$ cat config.mk
export PLATFORM = sky130hd
export DESIGN_NAME = tick_timer_sched
export DESIGN_NICKNAME = d
export VERILOG_FILES = /design/src/rtl/tick_timer_sched.sv
export SDC_FILE = /design/constraint.sdc
export NUM_CORES = 1
export LEC_CHECK = 0
export BUFFER_PORTS_ARGS = -buffer_cell sky130_fd_sc_hd__buf_2
export CAP_MARGIN = 30
export CORE_ASPECT_RATIO = 0.5
export CORE_MARGIN = 2
export CORE_UTILIZATION = 57
export CTS_CLUSTER_SIZE = 12
export DETAILED_ROUTE_END_ITERATION = 16
export HOLD_SLACK_MARGIN = 0.06
export MAX_ROUTING_LAYER = met4
export PLACE_DENSITY = 0.91
export SYNTH_ARGS = -nofsm -noshare
export SYNTH_HDL_FRONTEND = slang
export SYNTH_SLANG_ARGS = --single-unit
$ cat constraint.sdc
create_clock -name CLOCK -period 4.5 [get_ports CLOCK]
set_input_delay 0.225 -clock CLOCK [delete_from_list [all_inputs] [get_ports CLOCK]]
set_output_delay 0.225 -clock CLOCK [all_outputs]
set_load 0.005 [all_outputs]
$ cat src/rtl/tick_timer_sched.sv
// Shared-timebase timeout scheduler: one prescaler tick drives a round-robin decrement scan over NCH timers.
// Optional periodic reload is enabled by defining TICK_TIMER_SCHED_PERIODIC_EN.
//
// state | meaning
// IDLE  | arms granted round-robin; leaves for SCAN when a tick is pending
// SCAN  | one channel per cycle, idx 0..NCH-1, decrement / expire
module tick_timer_sched #(
    parameter int CLOCK_Fre = 4000000,
    parameter int TICK_HZ   = 1000,
    parameter int NCH       = 4,
    parameter int CW        = 16
) (
    input  logic              CLOCK,
    input  logic              rst,
    input  logic [NCH-1:0]    arm_valid,
    input  logic [NCH*CW-1:0] arm_ticks,
`ifdef TICK_TIMER_SCHED_PERIODIC_EN
    input  logic [NCH-1:0]    periodic,
`endif
    output logic [NCH-1:0]    arm_ready,
    input  logic [NCH-1:0]    cancel,
    output logic [NCH-1:0]    expired,
    output logic [NCH-1:0]    active,
    output logic              tick,
    output logic              overrun
);

    localparam int PRESCALE = CLOCK_Fre / TICK_HZ;
    localparam int PW       = (PRESCALE > 1) ? $clog2(PRESCALE) : 1;
    localparam int IW       = $clog2(NCH);

    // The scan must finish before the next tick can land, otherwise ticks are lost.
    generate
        if (PRESCALE < NCH + 2) begin : g_bad_prescale
            $error("tick_timer_sched: PRESCALE must be at least NCH+2");
        end
        if (NCH < 2 || NCH > 8) begin : g_bad_nch
            $error("tick_timer_sched: NCH must be in 2..8");
        end
    endgenerate

    typedef enum logic [0:0] {ST_IDLE, ST_SCAN} state_t;

    state_t          r_state;
    state_t          w_state_nxt;
    logic [PW-1:0]   r_presc;
    logic            r_tick_pending;
    logic            r_overrun;
    logic [IW-1:0]   r_idx;
    logic [IW-1:0]   r_rr;
    logic [CW-1:0]   r_count [NCH];
    logic [NCH-1:0]  r_active;
    logic [NCH-1:0]  r_expired;
`ifdef TICK_TIMER_SCHED_PERIODIC_EN
    logic [CW-1:0]   r_reload [NCH];
    logic [NCH-1:0]  r_periodic;
`endif

    logic            w_tick;
    logic            w_scan;
    logic            w_start_scan;
    logic [NCH-1:0]  w_req;
    logic [NCH-1:0]  w_grant;
    logic [NCH-1:0]  w_hs;
    logic [IW-1:0]   w_gnt_idx;

    assign w_tick  = (r_presc == PW'(PRESCALE - 1));
    assign w_scan  = (r_state == ST_SCAN);
    assign w_req   = arm_valid & ~cancel;
    assign w_hs    = arm_valid & w_grant;

    assign arm_ready = w_grant;
    assign expired   = r_expired;
    assign active    = r_active;
    assign tick      = w_tick;
    assign overrun   = r_overrun;

    always_comb begin
        int   j;
        logic w_found;
        w_state_nxt  = r_state;
        w_start_scan = 1'b0;
        w_grant      = '0;
        w_gnt_idx    = '0;
        w_found      = 1'b0;
        j            = 0;
        case (r_state)
            ST_IDLE: begin
                if (r_tick_pending) begin
                    w_state_nxt  = ST_SCAN;
                    w_start_scan = 1'b1;
                end else if (!rst) begin
                    for (int k = 0; k < NCH; k++) begin
                        j = (int'(r_rr) + k) % NCH;
                        if (!w_found && w_req[j]) begin
                            w_found    = 1'b1;
                            w_grant[j] = 1'b1;
                            w_gnt_idx  = IW'(j);
                        end
                    end
                end
            end
            ST_SCAN: begin
                if (r_idx == IW'(NCH - 1)) begin
                    w_state_nxt = ST_IDLE;
                end
            end
            default: w_state_nxt = ST_IDLE;
        endcase
    end

    always_ff @(posedge CLOCK) begin
        if (rst) begin
            r_state <= ST_IDLE;
            r_idx   <= '0;
        end else begin
            r_state <= w_state_nxt;
            if (w_start_scan) begin
                r_idx <= '0;
            end else if (w_scan) begin
                r_idx <= r_idx + 1'b1;
            end
        end
    end

    always_ff @(posedge CLOCK) begin
        if (rst) begin
            r_presc        <= '0;
            r_tick_pending <= 1'b0;
            r_overrun      <= 1'b0;
            r_rr           <= '0;
        end else begin
            r_presc <= w_tick ? '0 : r_presc + 1'b1;
            if (w_tick) begin
                r_tick_pending <= 1'b1;
                if (r_tick_pending) begin
                    r_overrun <= 1'b1;
                end
            end else if (w_start_scan) begin
                r_tick_pending <= 1'b0;
            end
            if (|w_hs) begin
                r_rr <= (w_gnt_idx == IW'(NCH - 1)) ? '0 : w_gnt_idx + 1'b1;
            end
        end
    end

    always_ff @(posedge CLOCK) begin
        if (rst) begin
            r_active  <= '0;
            r_expired <= '0;
            for (int i = 0; i < NCH; i++) begin
                r_count[i] <= '0;
`ifdef TICK_TIMER_SCHED_PERIODIC_EN
                r_reload[i] <= '0;
`endif
            end
`ifdef TICK_TIMER_SCHED_PERIODIC_EN
            r_periodic <= '0;
`endif
        end else begin
            for (int i = 0; i < NCH; i++) begin
                r_expired[i] <= 1'b0;
                if (w_hs[i]) begin
`ifdef TICK_TIMER_SCHED_PERIODIC_EN
                    r_periodic[i] <= periodic[i];
                    if (periodic[i] && arm_ticks[i*CW +: CW] == '0) begin
                        r_count[i]  <= CW'(1);
                        r_reload[i] <= CW'(1);
                        r_active[i] <= 1'b1;
                    end else begin
                        r_count[i]   <= arm_ticks[i*CW +: CW];
                        r_reload[i]  <= arm_ticks[i*CW +: CW];
                        r_active[i]  <= (arm_ticks[i*CW +: CW] != '0);
                        r_expired[i] <= (arm_ticks[i*CW +: CW] == '0);
                    end
`else
                    r_count[i]   <= arm_ticks[i*CW +: CW];
                    r_active[i]  <= (arm_ticks[i*CW +: CW] != '0);
                    r_expired[i] <= (arm_ticks[i*CW +: CW] == '0);
`endif
                end else if (w_scan && r_idx == IW'(i) && r_active[i]) begin
                    if (r_count[i] == CW'(1)) begin
                        r_expired[i] <= 1'b1;
`ifdef TICK_TIMER_SCHED_PERIODIC_EN
                        if (r_periodic[i]) begin
                            r_count[i] <= r_reload[i];
                        end else begin
                            r_active[i] <= 1'b0;
                        end
`else
                        r_active[i] <= 1'b0;
`endif
                    end else begin
                        r_count[i] <= r_count[i] - 1'b1;
                    end
                end
                // Cancel overrides any expiry or arm resolved in the same cycle.
                if (cancel[i]) begin
                    r_active[i]  <= 1'b0;
                    r_expired[i] <= 1'b0;
                end
            end
        end
    end

endmodule
=== Yosys cells after proc, flatten, opt, wreduce, memory -nomap -nowiden ===
Memories as Yosys holds them, arrays and structs flattened.
Cells that the tools add are included.

* Add/sub/neg operators: 10
* $mul: 0
* Divide/modulo/power cells: 0
* $lt $le $gt $ge: 8
* Equality and inequality tests: 9
* Shift-type cells: 0
* Muxes and demuxes: 127
* Bitwise operators: 18
* Reductions and logical operators: 51

{| class="wikitable"
|+ Operators with widths
! cell !! number
|-
| 2-to-1 mux 16 bit || 8
|-
| 2-to-1 mux 1 bit || 86
|-
| == test 16 x 1 -> 1 bit, second input constant || 4
|-
| zero test 16 bit || 4
|-
| 2-to-1 mux 4 bit || 16
|-
| nonzero test 16 bit || 4
|-
| subtractor 16 x 1 -> 16 bit, second input constant || 4
|-
| nonzero test 2 bit || 9
|-
| OR reduction 2 bit || 9
|-
| 2-to-1 mux 2 bit || 8
|-
| logical AND 1 bit || 15
|-
| adder 12 x 1 -> 12 bit, second input constant || 1
|-
| == test 12 bit, second input constant || 1
|-
| less-than comparator 3 x 4 -> 1 bit, second input constant || 3
|-
| OR 4 bit || 3
|-
| AND reduction 2 bit || 5
|-
| greater-or-equal comparator 3 x 1 -> 1 bit, second input constant || 3
|-
| bitwise AND 4 bit || 2
|-
| binary-select mux 1 bit (select 2 bit) || 4
|-
| demux 1 bit (select 2 bit) || 4
|-
| OR 1 bit || 8
|-
| adder 2 x 1 -> 2 bit, second input constant || 3
|-
| == test 2 bit, second input constant || 3
|-
| adder 2 bit, second input constant || 2
|-
| other kinds (10) || 14
|}

* Register bits after elaboration: 27
* Latch bits: 0
* Memory bits (writable): 64
* ROM bits: 0
* Input port bits: 74
* Memories kept: 1

{| class="wikitable"
|+ Memory list
! name !! words !! width !! rd ports !! clocked after memory_dff !! write ports !! RTL line !! RTL
|-
| r_count || 4 || 16 || 4 || 0 || 4 || 51 || <nowiki>logic [CW-1:0] r_count [NCH];</nowiki>
|}

=== Logic depth before layout (Yosys ltp) ===
* Depth in word-level cells: 32
* Depth in mapped cells: 12
* Mapped depth without buffers: 8

=== Least setup slack after synthesis ===
No wires, ideal clock.

* Path type: register -> register
* Start point: register r_rr[0]
* End point: memory r_count[0][0], enable pin
* Library setup time: 372 ps
* Arrival: 3162 ps
* Path slack: 967 ps
* Cell stages (with the launch flop): 13
* Buffers on the path: 4
* Period minus slack after synthesis: 3533 ps
* Cells stage by stage: dfxtp_1 buf_4 inv_4 ha_1 clkbuf_1 or3_1 a2111oi_2 o21ai_1 a21oi_1 buf_2 buf_1 nor2_1 nand2_1

{| class="wikitable"
|+ RTL lines
! what !! RTL line !! RTL
|-
| start: declaration || 50 || <nowiki>logic [IW-1:0] r_rr;</nowiki>
|-
| start signal: assignment || 143 || <nowiki>r_rr <= (w_gnt_idx == IW'(NCH - 1)) ? '0 : w_gnt_idx + 1'b1;</nowiki>
|-
| end: declaration || 51 ||
|}

==> results.sh <==
export IMPL_drv_slew=0
export IMPL_place_area_sq_um=6121
export IMPL_r2r_slack_ns=0.80
export IMPL_drive_above_1_share=0.1809
export IMPL_reg2regPathDepth=9
export IMPL_hold_buffers=0
export IMPL_dpl_worst_slack_ns=0.8304
export IMPL_cts_made_buffers=9
export IMPL_final_cell_mix="91 x nand2_1, 87 x buf_2, 64 x edfxtp_1"
export IMPL_cts_setup_buffers=0
export IMPL_htree_levels=3
export IMPL_routed_wl_um=13360
export IMPL_rows=25
export IMPL_core_sq_um=9478
export IMPL_status="completed"
export IMPL_nets=781
export IMPL_fmax_mhz=270.1
export IMPL_worst_slack_ns=0.7978
export IMPL_timing_hold_ws_ns=0.07843
export IMPL_root_buffer="clkbuf_16"
export IMPL_hold_path_class="in -> reg"
export IMPL_diodes=0
export IMPL_final_period_utilization=0.8227
export IMPL_area_growth_synth_to_final_pct=16.01
export IMPL_critical_path_arrival_ns=3.68
export IMPL_synth_top_family_by_area="simple AND/OR/NAND/NOR gates"
export IMPL_post_route_util=0.6811
export IMPL_start_util=0.5871
export IMPL_crit_path_start_kind="flip-flop"
export IMPL_grt_max_degree=28
export IMPL_drcViolationCount=0
export IMPL_leakage_nw=2.370
export IMPL_die_area_sq_um=10620
export IMPL_fin_area_sq_um=6455
export IMPL_layout_commonest_cell="nand2_1"
export IMPL_io_pins=88
export IMPL_die_h_um=73.87
export IMPL_fin_crit_ns=3.702
export IMPL_syn_nets=697
export IMPL_vias_per_cell=5.994
export IMPL_vias=4951
export IMPL_grt_pass1_wl_um=20950
export IMPL_synth_compound_area_frac=0.1151
export IMPL_powerDensity_nw_per_um2=368.5
export IMPL_clk_latency_ns=0.34
export IMPL_syn_area_sq_um=5564
export IMPL_placed_cells_incl_taps=810
export IMPL_syn_inst=602
export IMPL_avgSynthCellArea_sq_um=9.243
export IMPL_cts_tree="yes"
export IMPL_critPathKind="reg -> reg"
export IMPL_finalHoldViolCount=0
export IMPL_post_drt_wl_per_cell_um=16.17
export IMPL_grt_pass1_vias=4585
export IMPL_drv_cap=0
export IMPL_synth_xor_area_frac=0.09602
export IMPL_finalPower_mw=2.378
export IMPL_ys_seq_area_frac=0.4425
export IMPL_globalRoute_totalOverflow=0
export IMPL_dpl_hpwl_um=9524
export IMPL_tightest_slew_ns=1.052
export IMPL_yosys_area_share_adder=0.04722
export IMPL_synthFlopType="edfxtp_1"
export IMPL_worstSetupStartpoint="r_rr[0]$_SDFFE_PP0P_"
export IMPL_finalSetupViolCount=0
export IMPL_die_x_um=143.7
export IMPL_max_slew_margin=0.2921
export IMPL_dr_pass1_iters=5
export IMPL_final_setup_skew_ns=0.005812
export IMPL_r2r_start="r_rr[0]$_SDFFE_PP0P_"
export IMPL_hold_end="expired[0]$_SDFF_PP0_"
export IMPL_grtUsageTotal=0.2637
export IMPL_clock_sinks=91
export IMPL_synth_cell_type_count=55
export IMPL_hold_depth=2
export IMPL_post_cts_resized=0
export IMPL_clk_pin_slew_worst_paths_ns=0.06
export IMPL_synth_edf_count=64
export IMPL_async_flop_share=0
export IMPL_vdd_drop_max_mv=0.2189
export IMPL_port_buffers=87
export IMPL_drtIter0Drc=368
export IMPL_hp_start="cancel[0]"
export IMPL_finalSetupTns_ns=0
export IMPL_synthSimpleGateAreaFrac=0.2532
export IMPL_final_cells=826
export IMPL_yosys_warnings=0
export IMPL_rr_endpoint="r_count[0][10]$_SDFFCE_PN0P_"
export IMPL_clk_path_buf_depth=2
export IMPL_ant_nets=0
export IMPL_synth_seq_cells=91
export IMPL_grt_antenna_before_repair=0
export IMPL_synthMuxAreaShare=0.02204
export IMPL_cp_data_required_time_ns=4.47
export IMPL_gp_congestion=0.9729
export IMPL_crit_fanout=20
export IMPL_rsz0062_at_grt="no"
export IMPL_critPathCaptureType="flip-flop"
-- final cells by class --
cell class / count / area (sq um)
clock buffer: 10 / 229.0
inverter: 14 / 55.05
fill: 722 / 3023
timing repair buffer: 91 / 465.4
tap: 135 / 168.9
multi-input combinational: 479 / 2969
clock inverter: 6 / 105.1
sequential: 91 / 2462
-- per-layer routing --
metal	up-vias	part of all wire	GRT usage
met2	224	0.48	0.4556
met4	0	0.018	0.06318
met1	2351	0.43	0.3189
met3	33	0.067	0.06063
li1	2343	-	-
met5	-	0	-
-- Yosys cell counts, types with 2 or more instances --
library cell | count | area (sq um)
a21oi_1 | 19 | 95.09
nor3_1 | 18 | 90.09
nand2b_1 | 6 | 37.54
o2bb2ai_1 | 2 | 17.52
buf_1 | 4 | 15.01
and2_1 | 8 | 50.05
a21o_1 | 5 | 37.54
a211oi_1 | 2 | 15.01
and2b_4 | 3 | 30.03
clkbuf_1 | 8 | 30.03
or4_1 | 4 | 30.03
xnor2_1 | 40 | 350.3
nor2_1 | 59 | 221.5
mux4_2 | 3 | 67.56
nand3_1 | 17 | 85.08
nor2b_1 | 5 | 31.28
nor4b_1 | 3 | 26.28
buf_2 | 5 | 25.02
a2111oi_2 | 2 | 30.03
or3_1 | 6 | 37.54
edfxtp_1 | 64 | 1922
o21ai_0 | 63 | 315.3
mux2i_1 | 4 | 40.04
inv_1 | 12 | 45.04
and4_1 | 4 | 35.03
o21ai_1 | 3 | 15.01
ha_1 | 21 | 262.8
a211oi_2 | 3 | 37.54
dfxtp_1 | 27 | 540.5
nor4_1 | 31 | 193.9
o31ai_1 | 2 | 15.01
nand3b_1 | 2 | 15.01
xor2_1 | 21 | 183.9
nor3b_1 | 9 | 67.56
nand4_1 | 7 | 43.79
nand2_1 | 91 | 341.6
-- how the worst max path moves through the flow --
stage / to / slack (ns) / cells past startpoint
after floorplan: r_count[0][0]$_SDFFCE_PN0P_ / 0.97 / 12
after CTS: r_count[1][9]$_SDFFCE_PN0P_ / 0.83 / 8
after detailed placement: r_count[1][12]$_SDFFCE_PN0P_ / 0.83 / 8
final: r_count[0][10]$_SDFFCE_PN0P_ / 0.80 / 9
after global placement: r_count[0][0]$_SDFFCE_PN0P_ / 0.91 / 9
after global routing: r_count[0][0]$_SDFFCE_PN0P_ / 0.49 / 9
-- critical path, stage by stage (launching register included) --
cell and delay (ns):
dfxtp_1 0.63, inv_4 0.14, ha_1 0.46, or3_1 0.44, a2111oi_2 0.53, o21ai_1 0.15, a21oi_1 0.15, buf_4 0.26
nor2_1 0.07, nand2_1 0.50
-- sequential cells by signal (all words and copies together) (netlist names) --
name and count:
r_tick_pending 1, overrun 1, r_count 64, r_idx 2, r_presc 12, r_state 1
active 4, expired 4, r_rr 2
-- cell families (layout without fill, tap and decap cells) --
logic type      after synthesis  after routing
mux                           8              8
simple gates                281            281
buf+inv                      32            121
compound gates              108            108
xor+xnor                     61             61
flops                        91             91
fa+ha+maj                    21             21
-- power by group --
part | internal (mW) | total (mW) | switching (mW)
Clock | 0.540 | 0.844 | 0.305
Combinational | 0.205 | 0.472 | 0.267
Sequential | 0.982 | 1.06 | 0.0803
Total | 1.73 | 2.38 | 0.652
(Power assumes the default switching activity.)
